==> src/rtl/scan_sequencer.sv <==
// Sequences a 3-to-8 decoder through its eight slots, holding each slot enabled
// for DIV cycles with GAP blanking cycles between slots, in single-sweep or continuous mode.
module scan_sequencer #(
    parameter int DIV = 4,
    parameter int GAP = 1
) (
    input  logic       clk,
    input  logic       rst_n,
    input  logic       start,
    input  logic       stop,
    input  logic       single,
    input  logic       dir,
    output logic [2:0] i,
    output logic       en,
    output logic       busy,
    output logic       done
);

    typedef enum logic [1:0] {
        IDLE   = 2'd0,
        ACTIVE = 2'd1,
        BLANK  = 2'd2
    } state_t;

    localparam logic [7:0] DIV_LAST = 8'(DIV - 1);
    localparam logic [7:0] GAP_LAST = 8'(GAP - 1);
    localparam logic       NO_GAP   = (GAP == 0);

    state_t     state_r, state_s;
    logic [7:0] cnt_r, cnt_s;
    logic [2:0] i_r, i_s;
    logic       en_r, en_s;
    logic       busy_r, busy_s;
    logic       done_r, done_s;
    logic       single_r, single_s;
    logic       dir_r, dir_s;
    logic       last_slot_s;

    // Step to the neighbouring slot; 3-bit arithmetic gives the 7<->0 wrap.
    function automatic logic [2:0] next_index(input logic [2:0] idx, input logic down);
        logic [2:0] res;
        if (down) begin
            res = idx - 3'd1;
        end else begin
            res = idx + 3'd1;
        end
        return res;
    endfunction

    // Next-state and next-output decode; stop always wins over start and completion.
    always_comb begin
        state_s     = state_r;
        cnt_s       = cnt_r + 8'd1;
        i_s         = i_r;
        en_s        = en_r;
        busy_s      = busy_r;
        done_s      = 1'b0;
        single_s    = single_r;
        dir_s       = dir_r;
        last_slot_s = dir_r ? (i_r == 3'd0) : (i_r == 3'd7);

        case (state_r)
            IDLE: begin
                cnt_s  = 8'd0;
                en_s   = 1'b0;
                busy_s = 1'b0;
                if (stop) begin
                    state_s = IDLE;
                end else if (start) begin
                    state_s  = ACTIVE;
                    en_s     = 1'b1;
                    busy_s   = 1'b1;
                    single_s = single;
                    dir_s    = dir;
                    i_s      = dir ? 3'd7 : 3'd0;
                end else begin
                    state_s = IDLE;
                end
            end
            ACTIVE: begin
                if (stop) begin
                    state_s = IDLE;
                    cnt_s   = 8'd0;
                    en_s    = 1'b0;
                    busy_s  = 1'b0;
                end else if (cnt_r == DIV_LAST) begin
                    cnt_s = 8'd0;
                    if (single_r && last_slot_s) begin
                        state_s = IDLE;
                        en_s    = 1'b0;
                        busy_s  = 1'b0;
                        done_s  = 1'b1;
                    end else if (NO_GAP) begin
                        state_s = ACTIVE;
                        i_s     = next_index(i_r, dir_r);
                    end else begin
                        state_s = BLANK;
                        en_s    = 1'b0;
                    end
                end else begin
                    state_s = ACTIVE;
                end
            end
            BLANK: begin
                if (stop) begin
                    state_s = IDLE;
                    cnt_s   = 8'd0;
                    busy_s  = 1'b0;
                end else if (cnt_r == GAP_LAST) begin
                    state_s = ACTIVE;
                    cnt_s   = 8'd0;
                    en_s    = 1'b1;
                    i_s     = next_index(i_r, dir_r);
                end else begin
                    state_s = BLANK;
                end
            end
            default: begin
                state_s  = IDLE;
                cnt_s    = 8'd0;
                i_s      = 3'd0;
                en_s     = 1'b0;
                busy_s   = 1'b0;
                single_s = 1'b0;
                dir_s    = 1'b0;
            end
        endcase
    end

    // State, counter, latched mode bits and all outputs are registered together.
    always_ff @(posedge clk or negedge rst_n) begin
        if (!rst_n) begin
            state_r  <= IDLE;
            cnt_r    <= 8'd0;
            i_r      <= 3'd0;
            en_r     <= 1'b0;
            busy_r   <= 1'b0;
            done_r   <= 1'b0;
            single_r <= 1'b0;
            dir_r    <= 1'b0;
        end else begin
            state_r  <= state_s;
            cnt_r    <= cnt_s;
            i_r      <= i_s;
            en_r     <= en_s;
            busy_r   <= busy_s;
            done_r   <= done_s;
            single_r <= single_s;
            dir_r    <= dir_s;
        end
    end

    assign i    = i_r;
    assign en   = en_r;
    assign busy = busy_r;
    assign done = done_r;

endmodule

==> config.mk <==
export PLATFORM = sky130hd
export DESIGN_NAME = scan_sequencer
export DESIGN_NICKNAME = d
export VERILOG_FILES = /design/src/rtl/scan_sequencer.sv
export SDC_FILE = /design/constraint.sdc
export NUM_CORES = 1
export LEC_CHECK = 0
export CAP_MARGIN = 20
export CORE_MARGIN = 1.5
export CORE_UTILIZATION = 30
export CTS_BUF_LIST = sky130_fd_sc_hd__clkbuf_16
export CTS_CLUSTER_DIAMETER = 150
export DETAILED_ROUTE_END_ITERATION = 12
export PLACE_DENSITY_LB_ADDON = 0.15
export SLEW_MARGIN = 20
export SYNTH_ARGS = -nofsm -noshare
export SYNTH_HDL_FRONTEND = slang
export SYNTH_SLANG_ARGS = --single-unit
export TNS_END_PERCENT = 1
==> constraint.sdc <==
create_clock -name clk -period 2.88 [get_ports clk]
set_clock_uncertainty 0.1 [all_clocks]
set_input_delay 0.576 -clock clk [delete_from_list [all_inputs] [get_ports clk]]
set_output_delay 0.576 -clock clk [all_outputs]
set_load 0.02 [all_outputs]
Word-level counts from Yosys, hierarchy flattened:

Cells that the tools add are included.

* register bits after elaboration: 18
* bits in latches: 0
* bits in writable memories: 0
* bits in read-only memories: 0
* input bits: 6
* output and inout port bits: 6
* word-level logic and storage cells: 76
* memories kept: 0

* $add $sub $neg: 3
* multipliers: 0
* divide/modulo/power cells: 0
* order comparisons: 0
* equality and inequality tests: 11
* shifts and indexed selects: 0
* mux-type cells: 43
* bitwise operators: 2
* reduce and logical (&&, ||, !) cells: 9

Operator list (count)
* $mux W8: 4
* $mux W1: 21
* $mux W3: 6
* $pmux W8 S2: 1
* $mux W2: 5
* $ne A2 B2 Y1 const B: 5
* $pmux W3 S3: 1
* $reduce_and A3 Y1: 3
* $add A8 B1 Y8 const B: 1
* $eq A8 B2 Y1 const B: 1
* $logic_not A8 Y1: 1
* $ne A3 B3 Y1 const B: 2
* $pmux W1 S3: 2
* $pmux W2 S3: 1
* $reduce_and A5 Y1: 1
* $pmux W1 S2: 2
* $add A3 B1 Y3 const B: 1
* $eq A3 B3 Y1 const B: 1
* $logic_not A3 Y1: 1
* $sub A3 B1 Y3 const B: 1
* $eq A2 B1 Y1 const B: 1
* $eq A2 B2 Y1 const B: 1
* $logic_not A2 Y1: 1
* $not A1 Y1: 2
* 2 further kinds: 2

Longest topological paths before layout:

Gate-level depths: netlist of run 1.

* depth in word-level cells: 7
* mapped depth: 6
* gate-level depth less buffers: 6

Worst setup path before layout of run 1:

OpenSTA, ideal clock, no wires.

* path type: register to register
* start: register i_r[1], in the netlist i[1]
* end: register busy_r, in the netlist busy
* library setup time: 0.125 ns
* arrival time: 1.470 ns
* required time: 2.655 ns
* path slack: 1.185 ns
* cell stages (with the launch flop): 5
* path buffers: 0
* period minus slack after synthesis: 1.695 ns
* cells stage by stage: dfrtp_1 nor4b_1 o2111ai_1 a21oi_1 mux2_2

* longest elaborated chain between the ends: 5
* elaborated cells on any way between the ends: 6
* those cells by class: eq/ne: 2; mux: 1; reduce/logical: 3

Ends and longest elaborated chain
* start: declaration: RTL line 31 `logic [2:0] i_r, i_s;`
* start signal: assignment: RTL line 144 `i_r <= i_s;`
* $eq A3 B3 Y1 or $logic_not A3 Y1 (tied branches): RTL line 60 `last_slot_s = dir_r ? (i_r == 3'd0) : (i_r == 3'd7);`
* $mux W1 *: RTL line 60
* $logic_and A1 B1 Y1 *: RTL line 88 `if (single_r && last_slot_s) begin`
* $ne A3 B3 Y1 (no source line) *
* $reduce_and A3 Y1 (no source line) *
* end signal: assignment: RTL line 146 `busy_r <= busy_s;`
* end: declaration: RTL line 33 `logic busy_r, busy_s;`

Every way passes the cells marked *; elsewhere a longest branch is shown, timed or not.
A chain may end at the register's enable or synchronous reset.

Final worst setup path of run 1:

* start: register i_r[0], in the netlist i[0]
* end: output port i[0]

RTL lines
* end: declaration: RTL line 13 `output logic [2:0] i,`

No word-level cell between the ends.

==> out/results.txt, run 1 <==
Vias in the first global route -> 735
Yosys cell types -> 37
Final TNS setup -> 0 ps
Drt drc -> 0
Worst hold endpoint -> busy
Initial DRC Count -> 27
WS Path Type -> register to output port
Outcome -> finished clean
Grt total ovfl -> 0
Headroom to the max-slew limit -> 45.03%
CP max stage cell -> clkdlybuf4s50_1
Total CTS buffers -> 3
IO Pins -> 12
Cell count of the worst reg-to-reg path -> 4
Maximum clock frequency -> 491.4 MHz
Via/cell ratio -> 4.836
Clock Tree Buf Depth -> 2
TritonCTS clock tree -> done
Post-route antenna net violation count -> 0
Dpl ws -> 678.0 ps
Largest net degree at the start of global routing -> 19
Die height -> 61.38 um
Synth Warn # -> 0
Std cell rows -> 21
Final instance area -> 0.001265 mm^2
Critical Path Fanout Max -> 6
RSZ-0062 raised after global routing -> false
Power Dens Cells -> 574.6 mW/mm^2
Hold_sp -> busy
Max IR drop VDD -> 262.4 uV
FF-to-FF End -> busy
Setup repair bufs after CTS -> 0
Antenna fix cells -> 0
Worst setup EP type -> output port
Worst-path clk slew -> 50 ps
FF+latch count, synth -> 18
Post-Place Cells -> 156
Most frequent cells in the layout -> dfrtp_1, clkdlybuf4s50_1, nor2_1
Dpl hpwl -> 1573 um
Final Hold Violating Endpoints -> 0
Worst path cell trace -> clkdlybuf4s50_1
First-pass GRT wire length -> 3498 um
Reg2reg setup slack -> 1050 ps
Hold Crit Depth -> 1
Critical path's top delay family -> buffers and inverters
R2r startpoint -> cnt_r[2]
Vias -> 769
Least-Margin Pin Slew -> 822.0 ps
Final setup fails -> 0
RePlAce Congestion -> 0.7946
Hold Path Class -> register to register
Die width -> 61.38 um
Max Cap Viol -> 0
Critical path data required time -> 2200 ps
Final WL -> 2087 um
Layout cells sized above 1 -> 8.850%
Synth-to-Final Area Change -> 23.75%
Post-synth ARST share -> 100.0%
Crit-path max cell delay -> 650 ps
Sink Count -> 18
CTS Root Cell -> clkbuf_16
Top_reg_cell synth -> dfrtp_1
Mapped cell area -> 0.001022 mm^2
Core area -> 0.003311 mm^2
Pleak -> 0.0005397 uW
Most common cell after layout, fill and taps aside -> dfrtp_1
Htree depth -> 1
Net count, final -> 128
Seq/Total Area, Yosys -> 44.06%
Initial antenna violation count -> 0
Final period util -> 70.66%
Drt pass-1 iters -> 4
Clk_lat worst skew -> 250 ps
Port Buffers -> 11
Avg Synthesized Cell Area -> 10.33 um^2
Tot Pwr -> 726.9 uW
Synthesized netlist cell count -> 99
Dpl cell area -> 0.001190 mm^2
WL per Instance -> 13.13 um
Die area -> 0.003767 mm^2
Syn nets -> 112
Final min period -> 2035 ps
WP data arrival -> 1360 ps
Post-synth EDFFs -> 0
Fillers -> 351
Final non-filler cell total -> 159
Initial Util -> 30.88%
Hold-fix buffers, CTS -> 0
Post-cts sizing count -> 0
CP bufs+invs -> 1
Fin worst setup slack -> 844.9 ps
Crit start category -> register
Max-slew violations -> 0
Gr usage total -> 12.93%
-- logic make-up (layout without fill, tap and decap cells) --
| logic type | Yosys count | after routing | share of synthesized area (%) |
|---|---|---|---|
| adders and majority gates | 7 | 7 | 9.302 |
| DFF | 18 | 18 | 44.06 |
| xor gates and xnor gates | 7 | 7 | 5.998 |
| AOI/OAI and AO/OA | 19 | 19 | 13.22 |
| and+or+nand+nor | 36 | 36 | 20.56 |
| muxes | 3 | 3 | 3.549 |
| buffers and inverters | 9 | 23 | 3.305 |
-- metal layers --
metal  routed length [um]  track usage, %  part of all wire [%]
met1                 1037           17.15                    50
met2                  956           19.76                    46
met3                   82           3.782                   3.9
met4                   12           5.471                  0.57
met5                    0               0                     0
-- Yosys cell counts, types with 2 or more instances --
cell	instances	share of area, %
nand2_1	4	1.5
and3_1	2	1.2
xnor2_1	4	3.4
ha_1	6	7.3
nand2b_1	2	1.2
nor2b_1	3	1.8
a21oi_1	5	2.4
xor2_1	3	2.6
nor2_1	10	3.7
nand4_1	2	1.2
a31oi_1	2	1.2
dfrtp_1	18	44
nand3_1	4	2.0
inv_1	9	3.3
o21ai_0	3	1.5
-- worst max-delay path by stage --
stage,start,endpoint,slack (ps),cells past startpoint
after floorplan,i[1],busy,1190,4
after global placement,stop,i[0],720,5
after detailed placement,stop,i[0],680,5
after CTS,i[0],i[0],830,1
after global routing,i[0],i[0],780,1
final,i[0],i[0],840,1
-- metrics by stage --
stage	hold slack (ps)	utilization, %
detailed placement	398.5	35.94
finish	410.2	38.21
CTS	415.5	38.21
floorplan	180.4	-
global placement	395.4	35.94
global route	442.7	38.21
-- registers in the layout, indices dropped and copies added, names as in the netlist --
signal / cells
cnt_r: 8
i: 3
state_r: 2
busy: 1
dir_r: 1
done: 1
en: 1
single_r: 1
-- layout make-up --
type	instances	area, um^2	share of cell area, %
Clock buffer	3	75.07	5.935
Inverter	9	33.78	2.671
Multi-Input combinational cell	72	538.0	42.53
Sequential cell	18	450.4	35.61
Tap cell	46	57.56	4.550
Timing Repair Buffer	11	110.1	8.704
-- power by group --
group          total [uW]  internal (uW)  switching, uW
Clock                 275            183           92.8
Sequential            304            275           28.8
Combinational         148           73.8           74.0
Note: power is estimated with default switching activity, not from simulation.
==> run 2, diff against run 1 <==
- clock period: 2.88 -> 2.07 ns (I/O delays scaled with it)
==> run 2 against run 1 <==
  * Sequential power up 37%
  * First-iteration DRC count stayed put
  * Clock-buffer cell count did not move
  * Sequential cell count did not move
  * Global-route usage about the same
  * Largest power group unchanged
  * Sequential share of layout area fell by 1.1 points
  * Wire length rose by 0.19%
==> out/results.txt, run 2 (synthesis results as in run 1) <==
Outcome -> finished clean
WL per Instance -> 12.67 um
Final Hold Violating Endpoints -> 0
Core area -> 0.003311 mm^2
Final period util -> 89.58%
Final min period -> 1854 ps
Cell count of the worst reg-to-reg path -> 5
Least-Margin Pin Slew -> 430.1 ps
Fillers -> 339
Worst-path clk slew -> 50 ps
Sink Count -> 18
Max-slew violations -> 0
IO Pins -> 12
Drt drc -> 0
Pleak -> 0.0005657 uW
Clk_lat worst skew -> 250 ps
FF-to-FF End -> cnt_r[3]
Final TNS setup -> 0 ps
Initial antenna violation count -> 0
Area of the multi-input gates -> 538.0 um^2
Gr usage total -> 12.94%
Most frequent cells in the layout -> dfrtp_1, clkdlybuf4s50_1, nor2_1
Die height -> 61.38 um
Crit-path max cell delay -> 600 ps
Top Layer Used -> met4
Maximum clock frequency -> 539.3 MHz
Headroom to the max-slew limit -> 70.93%
Vias in the first global route -> 758
Post-Route M1 WL -> 1039 um
Clock Tree Buf Depth -> 2
Power Dens Cells -> 784.0 mW/mm^2
Post-Place Cells -> 161
CP max stage cell -> clkdlybuf4s50_1
Die area -> 0.003767 mm^2
Tot Pwr -> 1024 uW
Max IR drop VDD -> 333.9 uV
Max reg flops -> 8
Vias -> 789
Most common cell after layout, fill and taps aside -> dfrtp_1
Final WL -> 2091 um
Initial DRC Count -> 27
Synth-to-Final Area Change -> 27.78%
Hold-fix buffers, CTS -> 0
Dpl cell area -> 0.001227 mm^2
Final instance area -> 0.001306 mm^2
Critical Path Fanout Max -> 5
Top reg by flops -> cnt_r
Hold Path Class -> input pin to async pin
Std cell rows -> 21
Max Cap Viol -> 0
First-pass GRT wire length -> 3484 um
Port Buffers -> 11
CTS Root Cell -> clkbuf_16
Antenna fix cells -> 0
Dpl hpwl -> 1568 um
Met2 Wirelength -> 941 um
Final non-filler cell total -> 165
TritonCTS clock tree -> done
FF+latch area -> 450.4 um^2
Critical path data required time -> 1560 ps
Htree depth -> 1
Final setup fails -> 0
WP data arrival -> 1340 ps
RePlAce Congestion -> 0.7882
Setup repair bufs after CTS -> 0
Grt total ovfl -> 0
Drt pass-1 iters -> 4
Reg2reg setup slack -> 220 ps
Net count, final -> 133
Initial Util -> 30.88%
Layout cells sized above 1 -> 12.61%
R2r startpoint -> cnt_r[3]
RSZ-0062 raised after global routing -> false
Crit start category -> register
Routed wl met3 -> 80 um
Post-cts sizing count -> 0
Total CTS buffers -> 3
Post-route antenna net violation count -> 0
Die width -> 61.38 um
Largest net degree at the start of global routing -> 19
Worst path cell trace -> buf_4 > clkdlybuf4s50_1
Worst setup EP type -> output port
Via/cell ratio -> 4.782
WS Path Type -> register to output port
## run 2: cell count changes in the layout (fill, tap and decap cells not counted)
cell	delta
buf_4	+5
clkinv_1	+1
## run 2: area by class of cell
class | instances | area share (%)
clock buffer | 3 | 5.747
clock inverter | 1 | 0.2874
inverter | 9 | 2.586
multi-input combinational | 72 | 41.19
sequential | 18 | 34.48
tap | 46 | 4.406
timing repair buffer | 16 | 11.30
## run 2: through the flow
step | hold WS [ps] | utilization (%) | setup slack, ps
floorplan | 18.41 | - | 375.0
global placement | 396.2 | 37.07 | 170.6
detailed placement | 398.5 | 37.07 | 135.2
CTS | 412.9 | 39.46 | 204.2
global route | 426.1 | 39.46 | 106.4
finish | 404.9 | 39.46 | 215.7
## run 2: power breakdown
group	internal [uW]	switching [uW]	total (uW)
sequential	383	33.6	416
combinational	113	109	222
clock	257	129	386
## run 2: metal layers
layer,vias to the layer above,track usage [%]
met5,-,0
li1,393,-
met4,0,5.471
met1,377,17.85
met3,4,2.521
met2,15,19.91
## run 2: critical path: cells and delay by family, from the launching register on
kind,cells,cell delay (ps)
DFF,1,350
buffers and inverters,2,740
## run 2: worst max-delay path by stage
| stage | endpoint | cells past startpoint | startpoint |
|---|---|---|---|
| after detailed placement | i[0] | 5 | stop |
| after global placement | i[0] | 5 | stop |
| after global routing | cnt_r[7] | 5 | cnt_r[3] |
| after CTS | i[0] | 2 | i[0] |
| final | i[0] | 2 | i[0] |
| after floorplan | busy | 4 | i[1] |
==> run 3, diff against run 2 <==
- clock period: 2.07 -> 2 ns (I/O delays scaled with it)
==> run 3 against run 2 <==
  * Via count decreased by 1.8%
  * Core utilization increased by 0.45 points
  * Worst setup slack got worse by 63 ps
  * Hold slack got worse by 16 ps
  * Global-route usage increased by 0.33 points
  * Critical endpoint unchanged
==> out/results.txt, run 3 (synthesis results as in run 1) <==
Outcome -> finished clean
IO Pins -> 12
WL per Instance -> 12.93 um
Std cell rows -> 21
Hold-fix buffers, CTS -> 0
Least-Margin Pin Slew -> 428.2 ps
Initial DRC Count -> 30
Drt drc -> 0
Final period util -> 92.35%
Grt total ovfl -> 0
Post-cts sizing count -> 0
Max-slew violations -> 0
Largest net degree at the start of global routing -> 19
Crit-path max cell delay -> 600 ps
RePlAce Congestion -> 0.7777
Pleak -> 0.0005759 uW
Net count, final -> 135
Crit start category -> register
Die height -> 61.38 um
Maximum clock frequency -> 541.4 MHz
Final Util -> 39.91%
Final Hold Violating Endpoints -> 0
CP bufs+invs -> 2
Post-route antenna net violation count -> 0
RSZ-0062 raised after global routing -> false
Max IR drop VDD -> 459.1 uV
Clock Tree Buf Depth -> 2
Final TNS setup -> 0 ps
Die width -> 61.38 um
Worst path cell trace -> buf_4 > clkdlybuf4s50_1
CTS Root Cell -> clkbuf_16
Antenna fix cells -> 0
First-pass GRT wire length -> 3670 um
Initial antenna violation count -> 0
Critical path data required time -> 1500 ps
Critical path's top delay family -> buffers and inverters
WS Path Type -> register to output port
Port Buffers -> 11
Worst-path clk slew -> 60 ps
Initial Util -> 30.88%
Hold Worst Slack -> 388.5 ps
Synth-to-Final Area Change -> 29.25%
Tot Pwr -> 1080 uW
Final setup fails -> 0
Max Cap Viol -> 0
Dpl hpwl -> 1619 um
CP max stage cell -> clkdlybuf4s50_1
WP data arrival -> 1350 ps
TritonCTS clock tree -> done
Hold Path Class -> input pin to async pin
Clk_lat worst skew -> 250 ps
Via/cell ratio -> 4.641
Headroom to the max-slew limit -> 71.05%
Max reg flops -> 8
Worst setup EP type -> output port
Htree depth -> 1
Most frequent cells in the layout -> dfrtp_1, clkdlybuf4s50_1, nor2_1
Drt pass-1 iters -> 4
Die area -> 0.003767 mm^2
Vias in the first global route -> 778
Total CTS buffers -> 3
Vias -> 775
Critical Path Fanout Max -> 5
Most common cell after layout, fill and taps aside -> dfrtp_1
Final min period -> 1847 ps
Gr usage total -> 13.27%
Core area -> 0.003311 mm^2
Final WL -> 2159 um
Layout cells sized above 1 -> 14.05%
Sink Count -> 18
Top reg by flops -> cnt_r
Power Dens Cells -> 817.4 mW/mm^2
Setup repair bufs after CTS -> 0
-- run 3: cell count changes in the layout (fill, tap and decap cells not counted) --
cell   change
buf_4      +2
-- run 3: layout make-up --
type | instances | area (um^2)
clock buffers | 3 | 75.07
well taps | 46 | 57.56
fillers | 339 | 1989
flip-flops and latches | 18 | 450.4
clock inverters | 1 | 3.754
repair buffers | 18 | 162.7
inverters | 9 | 33.78
multi-input cells | 72 | 538.0
-- run 3: stage by stage --
| step | cell area, um^2 | setup slack [ps] | cells |
|---|---|---|---|
| final | 1321 | 153.0 | 167 |
| after detailed placement | 1242 | 84.04 | 163 |
| after CTS | 1321 | 132.7 | 167 |
| after global placement | 1242 | 114.4 | 163 |
| after floorplan | 1022 | 305.0 | 99 |
| after global routing | 1321 | 30.37 | 167 |
-- run 3: worst paths after layout --
kind,start,end,slack [ps],cells past startpoint
max,i[0],i[0],150,2
min,rst_n,i[2],390,2
max reg2reg,cnt_r[2],cnt_r[6],160,5
min reg2reg,busy,busy,410,1
max in group asynchronous,rst_n,cnt_r[3],1210,2
min in group clk,busy,busy,410,1
-- run 3: power by group --
group          internal [uW]  switching (uW)
registers                396            29.6
logic                    125             123
clock network            266             141
-- run 3: routing by layer --
layer | share of wire (%) | global-route usage, % | routed length [um] | vias to the layer above
met3 | 3.4 | 3.151 | 73 | 2
met1 | 52 | 19.71 | 1113 | 366
met2 | 44 | 19.76 | 959 | 11
met4 | 0.56 | 2.736 | 12 | 0
li1 | - | - | - | 396
met5 | 0 | 0 | 0 | -
